**src/rtl/pe_stream_ctrl.sv**
```systemverilog
// rtl/pe_stream_ctrl.sv - operand sequencer and credit-controlled result collector for one PE MAC unit
module pe_stream_ctrl #(
  parameter int para_int_bits  = 7,
  parameter int para_frac_bits = 9,
  parameter int VEC_LEN        = 16,
  parameter int FIFO_DEPTH     = 8,
  localparam int W             = para_int_bits + para_frac_bits
) (
  input  logic         clk,
  input  logic         rst,
  input  logic         in_valid,
  output logic         in_ready,
  input  logic [W-1:0] in_a,
  input  logic [W-1:0] in_b,
  output logic [W-1:0] pe_data_in_1,
  output logic [W-1:0] pe_data_in_2,
  output logic [3:0]   pe_add_number,
  output logic         pe_rounder_en,
  output logic         pe_keep,
  input  logic [W-1:0] pe_data_out,
  input  logic         pe_rounder_valid,
  output logic         out_valid,
  input  logic         out_ready,
  output logic [W-1:0] out_data,
  output logic [2:0]   out_acc,
  output logic         busy,
  output logic         ovf_err
);

  localparam int PW = $clog2(FIFO_DEPTH);
  localparam int CW = $clog2(FIFO_DEPTH + 1);
  localparam logic [15:0]   LAST_ELEM = 16'(VEC_LEN - 1);
  localparam logic [CW-1:0] DEPTH_CNT = CW'(FIFO_DEPTH);

  logic [15:0]   elem_cnt_q, elem_cnt_d;
  logic [2:0]    acc_idx_q, acc_idx_d;
  logic [CW-1:0] credit_q, credit_d;
  logic [2:0]    inflight_q, inflight_d;
  logic [W-1:0]  pe_a_q, pe_a_d, pe_b_q, pe_b_d;
  logic [2:0]    pe_acc_q, pe_acc_d;
  logic          pe_round_q, pe_round_d;
  logic [W+2:0]  mem_q [FIFO_DEPTH];
  logic [W+2:0]  mem_d [FIFO_DEPTH];
  logic [PW-1:0] wr_ptr_q, wr_ptr_d, rd_ptr_q, rd_ptr_d;
  logic [CW-1:0] count_q, count_d;
  logic [2:0]    wr_tag_q, wr_tag_d;
  logic          ovf_q, ovf_d;

  logic last_elem, accept, wrap, fifo_empty, fifo_full, pop, push, strobe_dec;
  logic [W+2:0] head;

  // A vector's final element is held back only when no FIFO slot is reserved for its result.
  assign last_elem  = (elem_cnt_q == LAST_ELEM);
  assign in_ready   = !rst && !(last_elem && (credit_q == '0));
  assign accept     = in_valid && in_ready;
  assign wrap       = accept && last_elem;
  assign fifo_empty = (count_q == '0);
  assign fifo_full  = (count_q == DEPTH_CNT);
  assign pop        = !fifo_empty && out_ready;
  // A pop frees the slot the strobe needs, so a full FIFO still takes the write.
  assign push       = pe_rounder_valid && (!fifo_full || pop);
  assign strobe_dec = pe_rounder_valid && (inflight_q != '0);

  assign head          = mem_q[rd_ptr_q];
  assign out_valid     = !fifo_empty;
  assign out_data      = head[W-1:0];
  assign out_acc       = head[W+2:W];
  assign busy          = (inflight_q != '0) || out_valid;
  assign ovf_err       = ovf_q;
  assign pe_data_in_1  = pe_a_q;
  assign pe_data_in_2  = pe_b_q;
  assign pe_add_number = {1'b0, pe_acc_q};
  assign pe_rounder_en = pe_round_q;
  assign pe_keep       = 1'b0;

  // Operand sequencing: bubbles feed a zero product so the accumulator holds its value.
  always_comb begin
    pe_a_d     = accept ? in_a : '0;
    pe_b_d     = accept ? in_b : '0;
    pe_acc_d   = acc_idx_q;
    pe_round_d = wrap;
    elem_cnt_d = elem_cnt_q;
    acc_idx_d  = acc_idx_q;
    if (accept) elem_cnt_d = last_elem ? '0 : elem_cnt_q + 16'd1;
    if (wrap)   acc_idx_d  = acc_idx_q + 3'd1;
  end

  // Credit and in-flight bookkeeping; simultaneous increment and decrement cancel.
  always_comb begin
    credit_d = credit_q;
    unique case ({wrap, pop})
      2'b10:   credit_d = credit_q - CW'(1);
      2'b01:   credit_d = credit_q + CW'(1);
      default: credit_d = credit_q;
    endcase
    inflight_d = inflight_q;
    unique case ({wrap, strobe_dec})
      2'b10:   inflight_d = inflight_q + 3'd1;
      2'b01:   inflight_d = inflight_q - 3'd1;
      default: inflight_d = inflight_q;
    endcase
  end

  // Result FIFO: tagged writes from the PE strobe, head popped by the downstream handshake.
  always_comb begin
    mem_d    = mem_q;
    wr_ptr_d = wr_ptr_q;
    rd_ptr_d = rd_ptr_q;
    wr_tag_d = wr_tag_q;
    count_d  = count_q;
    ovf_d    = ovf_q || (pe_rounder_valid && !push);
    if (push) begin
      mem_d[wr_ptr_q] = {wr_tag_q, pe_data_out};
      wr_ptr_d        = wr_ptr_q + PW'(1);
      wr_tag_d        = wr_tag_q + 3'd1;
    end
    if (pop) rd_ptr_d = rd_ptr_q + PW'(1);
    unique case ({push, pop})
      2'b10:   count_d = count_q + CW'(1);
      2'b01:   count_d = count_q - CW'(1);
      default: count_d = count_q;
    endcase
  end

  // State registers; reset empties the FIFO with every entry cleared to {0, 0}.
  always_ff @(posedge clk or posedge rst) begin
    if (rst) begin
      elem_cnt_q <= '0;
      acc_idx_q  <= '0;
      credit_q   <= DEPTH_CNT;
      inflight_q <= '0;
      pe_a_q     <= '0;
      pe_b_q     <= '0;
      pe_acc_q   <= '0;
      pe_round_q <= 1'b0;
      for (int i = 0; i < FIFO_DEPTH; i++) mem_q[i] <= '0;
      wr_ptr_q   <= '0;
      rd_ptr_q   <= '0;
      count_q    <= '0;
      wr_tag_q   <= '0;
      ovf_q      <= 1'b0;
    end else begin
      elem_cnt_q <= elem_cnt_d;
      acc_idx_q  <= acc_idx_d;
      credit_q   <= credit_d;
      inflight_q <= inflight_d;
      pe_a_q     <= pe_a_d;
      pe_b_q     <= pe_b_d;
      pe_acc_q   <= pe_acc_d;
      pe_round_q <= pe_round_d;
      mem_q      <= mem_d;
      wr_ptr_q   <= wr_ptr_d;
      rd_ptr_q   <= rd_ptr_d;
      count_q    <= count_d;
      wr_tag_q   <= wr_tag_d;
      ovf_q      <= ovf_d;
    end
  end

endmodule

```
**config.mk**
```make
export PLATFORM = sky130hd
export DESIGN_NAME = pe_stream_ctrl
export DESIGN_NICKNAME = d
export VERILOG_FILES = /design/src/rtl/pe_stream_ctrl.sv
export SDC_FILE = /design/constraint.sdc
export NUM_CORES = 1
export LEC_CHECK = 0
export ABC_AREA = 1
export ABC_CLOCK_PERIOD_IN_PS = 12400
export CORE_ASPECT_RATIO = 0.8
export CORE_MARGIN = 3
export CORE_UTILIZATION = 64
export CTS_CLUSTER_SIZE = 28
export DETAILED_ROUTE_END_ITERATION = 8
export DONT_BUFFER_PORTS = 1
export HOLD_SLACK_MARGIN = 0.08
export PLACE_DENSITY = 0.8
export SLEW_MARGIN = 0
export SYNTH_ARGS = -nofsm -noshare
export SYNTH_HDL_FRONTEND = slang
export SYNTH_SLANG_ARGS = --single-unit
```
**constraint.sdc**
```tcl
create_clock -name clk -period 12.4 [get_ports clk]
set_clock_uncertainty 0.2 [all_clocks]
set_input_delay 2.48 -clock clk [delete_from_list [all_inputs] [get_ports clk]]
set_output_delay 2.48 -clock clk [all_outputs]
set_load 0.1 [all_outputs]
```
# Yosys cells after proc, flatten, opt, wreduce, memory -nomap -nowiden
# Cells that the tools add are included.
[word_totals]
out_inout_bits = 61
inputBits = 53
regBits = 228
[op_classes]
bitwise = 2
n_mux = 12
n_lt_le_gt_ge = 3
eq_ne = 8
n_reduce_logical = 23
n_addsub = 11
[op_table]
columns = ["cell", "n"]
rows = [
  ["152-bit bitwise mux", 1],
  ["19-bit binary-select mux with 3-bit select", 1],
  ["19-bit demux with 3-bit select", 1],
  ["19-bit two-way mux", 3],
  ["16-bit two-way mux", 3],
  ["16-bit by 1-bit adder with 16-bit output (second input constant)", 1],
  ["16-bit by 4-bit equality test with 1-bit output (second input constant)", 1],
  ["4-bit one-hot mux with 2 select lines", 2],
  ["3-bit by 1-bit adder with 3-bit output (second input constant)", 5],
  ["1-bit logical AND", 9],
  ["4-bit by 1-bit adder with 4-bit output (second input constant)", 2],
  ["4-bit greater-or-equal comparator (second input constant)", 2],
  ["4-bit zero test", 2],
  ["3-bit NOT with 4-bit output", 2],
  ["4-bit by 1-bit subtractor with 4-bit output (second input constant)", 2],
  ["2-bit by 1-bit equality test with 1-bit output (second input constant)", 3],
  ["2-bit equality test (second input constant)", 3],
  ["3-bit one-hot mux with 2 select lines", 1],
  ["2-bit nonzero test", 3],
  ["1-bit zero test", 5],
  ["4-bit equality test (second input constant)", 1],
  ["4-bit by 1-bit < comparator with 1-bit output (second input constant)", 1],
  ["1-bit logical OR", 3],
  ["3-bit nonzero test", 1],
  ["3-bit by 1-bit subtractor with 3-bit output (second input constant)", 1],
]

# Logic depth before layout (Yosys ltp)
[depth]
ltp_word = 8
mapped_depth = 16
depth_no_buf = 16

# Worst setup path before layout
# OpenSTA, ideal clock, no wires.
[synth_timing]
path_type = "in2out"
startpoint = "in rst"
endpoint = "out in_ready"
stages = 3
setup_slack_ps = 1534
arrival_ps = 8186
path_buffers = 0
cell_sequence = "inv_1 nand2_1 inv_1"
[synth_between]
elab_chain_cells = 2
[synth_rtl]
columns = ["element", "line", "text"]
rows = [
  ["start, declared", "10", "input logic rst,"],
  ["1-bit zero test (no source line)", "--", ""],
  ["1-bit logical AND", "54", "assign in_ready = !rst && !(last_elem && (credit_q == '0));"],
  ["end, declared", "12", "output logic in_ready,"],
]
# Every way passes these cells.

# Worst setup path in the final report
# Same ends and word-level chain as after synthesis.

==> impl_metrics.prom <==
# TYPE chip_impl_metric gauge
chip_impl_info{name="yosysMostFrequentCell",value="sky130_fd_sc_hd__nand2_1"} 1
chip_impl_metric{name="clock_insertion_delay_worst_skew",unit="ps"} 500
chip_impl_metric{name="num-nets-final",unit=""} 1259
chip_impl_metric{name="clk_path_buf_depth",unit=""} 3
chip_impl_metric{name="ioPinCount",unit=""} 114
chip_impl_metric{name="post_syn_instances",unit=""} 1204
chip_impl_metric{name="post_dp_cell_area",unit="um2"} 10600
chip_impl_info{name="grt_setup_unrepaired",value="false"} 1
chip_impl_metric{name="syn_to_layout_area_delta",unit="%"} 9.64
chip_impl_metric{name="synth-seq-cells",unit=""} 228
chip_impl_metric{name="synth-compound-area-share",unit=""} 0.155
chip_impl_metric{name="synth_edf_count",unit=""} 0
chip_impl_info{name="tritoncts",value="done"} 1
chip_impl_metric{name="pwr-share-clk",unit=""} 0.206
chip_impl_metric{name="worst_slew_pin_slew",unit="ps"} 1090
chip_impl_metric{name="synth_seq_area_share",unit=""} 0.548
chip_impl_metric{name="synth.avg_cell_area",unit="um2"} 8.65
chip_impl_info{name="synth_flop_cell",value="sky130_fd_sc_hd__dfrtp_1"} 1
chip_impl_metric{name="firstDrtPassIters",unit=""} 5
chip_impl_metric{name="switching_share",unit=""} 0.473
chip_impl_metric{name="globalRouteTotalUtil",unit=""} 0.267
chip_impl_metric{name="worst_setup_hold_path_clk_slew",unit="ps"} 60
chip_impl_metric{name="setup-violations-final",unit=""} 0
chip_impl_info{name="synth_area_leaders",value="sky130_fd_sc_hd__dfrtp_1, sky130_fd_sc_hd__o21ai_0, sky130_fd_sc_hd__nand2_1"} 1
chip_impl_metric{name="initial_antenna_violation_count",unit=""} 0
chip_impl_metric{name="min_delay_path_depth",unit=""} 0
chip_impl_metric{name="final_layout_size_suffix_gt1_frac",unit=""} 0.103
chip_impl_metric{name="port-buffer-count",unit=""} 0
chip_impl_metric{name="static_leakage",unit="nW"} 5.52
chip_impl_metric{name="cp_data_arrival_time",unit="ps"} 3580
chip_impl_metric{name="drt.antenna.violating_nets",unit=""} 0
chip_impl_metric{name="fillers",unit=""} 1140
chip_impl_metric{name="synthMuxAreaShare",unit=""} 0
chip_impl_metric{name="netlist-cell-type-count",unit=""} 35
chip_impl_metric{name="die-width",unit="um"} 149
chip_impl_info{name="holdCritPathClass",value="reg -> reg"} 1
chip_impl_info{name="start_kind",value="input port"} 1
chip_impl_metric{name="worstPathMaxFanout",unit=""} 79
chip_impl_metric{name="timing.reg2reg.worst_path_depth",unit=""} 16
chip_impl_metric{name="net-switching-power",unit="mW"} 1.68
chip_impl_metric{name="dp_hpwl",unit="um"} 13800
chip_impl_metric{name="fin_util",unit=""} 0.720
chip_impl_metric{name="sinks_on_the_clock_net",unit=""} 228
chip_impl_metric{name="cp_data_required_time",unit="ps"} 9720
chip_impl_metric{name="fin_crit_sh",unit=""} 0.505
chip_impl_metric{name="area_of_the_core_region",unit="um2"} 15900
chip_impl_metric{name="routed_via_density",unit=""} 5.68
chip_impl_metric{name="initial_utilization",unit=""} 0.657
chip_impl_metric{name="iteration_0_drc_count_of_the_detailed_router",unit=""} 736
chip_impl_info{name="worst-setup-path-type",value="in -> out"} 1
chip_impl_metric{name="timing.fmax",unit="MHz"} 160
chip_impl_metric{name="post_cts_resize_count",unit=""} 0
chip_impl_info{name="endpoint_kind",value="primary output"} 1
chip_impl_metric{name="layout_min_cycle_time",unit="ps"} 6260
chip_impl_metric{name="grt_pass1_vias",unit=""} 7880
chip_impl_metric{name="numCtsBuffers",unit=""} 23
chip_impl_metric{name="die_area",unit="um2"} 17800
chip_impl_metric{name="synthSimpleGateAreaFrac",unit=""} 0.182
chip_impl_info{name="combinational_family_with_the_most_area_after_synthesis",value="simple AND/OR/NAND/NOR gates"} 1
chip_impl_metric{name="drt-wirelength-per-cell",unit="um"} 16.2
chip_impl_metric{name="synth_fa_ha_area_frac",unit=""} 0.0190
chip_impl_metric{name="ys.warnings.count",unit=""} 0
chip_impl_metric{name="mappedNetlistArea",unit="um2"} 10400
chip_impl_metric{name="globalRouteOverflowTotal",unit=""} 0
chip_impl_metric{name="cts_setup_buffers",unit=""} 0
chip_impl_metric{name="htreeDepth",unit=""} 1
chip_impl_info{name="synth_commonest_cells",value="sky130_fd_sc_hd__nand2_1, sky130_fd_sc_hd__dfrtp_1, sky130_fd_sc_hd__o21ai_0, sky130_fd_sc_hd__nor2_1, sky130_fd_sc_hd__inv_1"} 1
chip_impl_metric{name="core.rowCount",unit=""} 41
chip_impl_info{name="run_status",value="finished, final reports clean"} 1
chip_impl_metric{name="internal_power",unit="mW"} 1.87
chip_impl_metric{name="maxSlewViolCount",unit=""} 0
chip_impl_metric{name="maxSlewHeadroom",unit=""} 0.270
chip_impl_metric{name="num_antenna_cells",unit=""} 0
chip_impl_metric{name="total_power",unit="mW"} 3.55
chip_impl_metric{name="layout.cell_area.non_filler",unit="um2"} 11400
chip_impl_metric{name="combinationalPowerShare",unit=""} 0.446
chip_impl_metric{name="xor_xnor_share_of_the_synthesized_area",unit=""} 0.0202
chip_impl_metric{name="detail_route.drc_violations",unit=""} 0
chip_impl_metric{name="sequentialPowerShare",unit=""} 0.348
chip_impl_metric{name="timing.final.hold_violations",unit=""} 0
chip_impl_metric{name="wire_length_of_the_first_global_routing_pass",unit="um"} 38900
chip_impl_metric{name="gp_congestion",unit=""} 0.833
chip_impl_metric{name="max-cap-violations",unit=""} 0
chip_impl_info{name="synth_largest_area_cell",value="sky130_fd_sc_hd__dfrtp_1"} 1
chip_impl_metric{name="vdd_ir_max",unit="V"} 0.000221
chip_impl_metric{name="postRouteWirelength",unit="um"} 23100
chip_impl_metric{name="async_set_or_reset_flop_fraction_in_the_synthesized_netlist",unit=""} 1.00
chip_impl_metric{name="cts_hold_repair.buffers",unit=""} 0
chip_impl_info{name="cts_root_buf",value="sky130_fd_sc_hd__clkbuf_16"} 1
chip_impl_metric{name="total_power_divided_by_cell_area",unit="nW/um2"} 311
chip_impl_metric{name="die-height",unit="um"} 120
chip_impl_metric{name="route.vias.total",unit=""} 8087
chip_impl_metric{name="synth_top_cell_area_share",unit=""} 0.546
chip_impl_metric{name="tns",unit="ps"} 0
chip_impl_metric{name="grt_max_degree",unit=""} 85
-- per-layer routing --
metal	up-vias	global-route usage	part of all wire
li1	3864	-	-
met3	42	0.0634	0.082
met5	-	0	0
met1	3847	0.398	0.45
met4	0	0.0548	0.017
met2	334	0.408	0.45
-- cells by family after synthesis --
group / after synthesis
AO/OA/AOI/OAI: 301
adder cells (fa/ha/maj): 14
other: 1
AND/OR/NAND/NOR: 476
XOR/XNOR: 24
buffers and inverters: 160
flip-flops: 228
-- critical path: stages --
cell                      delay [ps]
sky130_fd_sc_hd__inv_8           350
sky130_fd_sc_hd__nand2_1         100
sky130_fd_sc_hd__inv_1           630
-- placed cells by master, fill, tap and decap left out, drive strengths merged --
cell and instances:
a21oi 25, xor2 16, a31oi 20, or4 1, o211ai 1, conb 2, ha 11, clkinv 4
fa 3, dfstp 1, and2 1, nor2 157, nand3 22, xnor2 8, dfrtp 227, nand2 285
buf 32, clkinvlp 5, o21ai 254, or2 1, o21bai 1, inv 91, nand4 9, clkbuf 28
bufinv 4
-- power by group through the flow --
stage               Clock, mW  Combinational, mW  Sequential [mW]
floorplan                   0               1.24             1.19
global placement            0               1.54             1.23
detailed placement          0               1.57             1.23
CTS                     0.738               1.59             1.23
global route            0.774               1.73             1.26
finish                  0.732               1.58             1.23
-- state kept, by name, indices dropped and copies added (netlist names) --
signal and count:
rd_ptr_q 3, inflight_q 3, pe_data_in_1 16, mem_q 152, wr_ptr_q 3, pe_acc_q 3
count_q 4, pe_data_in_2 16, acc_idx_q 3, pe_rounder_en 1, wr_tag_q 3, ovf_err 1
elem_cnt_q 16, credit_q 4
-- stage by stage --
| stage | std cells | worst slack, ps | hold slack (ps) |
|---|---|---|---|
| after global routing | 1424 | 5990 | 234 |
| after detailed placement | 1382 | 6100 | 219 |
| after floorplan | 1205 | 1530 | 178 |
| after global placement | 1382 | 6080 | 198 |
| final | 1424 | 6140 | 223 |
| after CTS | 1424 | 6100 | 225 |
-- path summary, 6_finish.rpt --
| check | start | slack, ps | end |
|---|---|---|---|
| setup / recovery | rst | 6140 | in_ready |
| hold / removal | acc_idx_q[1] | 220 | pe_acc_q[1] |
| setup reg to reg | elem_cnt_q[0] | 8760 | credit_q[3] |
| hold reg to reg | acc_idx_q[1] | 220 | pe_acc_q[1] |
| max in group asynchronous | rst | 8060 | mem_q[36] |
| min in group asynchronous | rst | 1680 | pe_data_in_2[0] |
-- layout make-up --
type	count	area (um2)	share of cell area
inverter	90	350	0.0307
timing repair buffer	32	240	0.0210
clock buffer	28	614	0.0538
sequential	228	5710	0.500
multi-input combinational	817	4040	0.354
clock inverter	14	190	0.0167
tap	215	269	0.0236
Power figures use the tool's default switching activity.
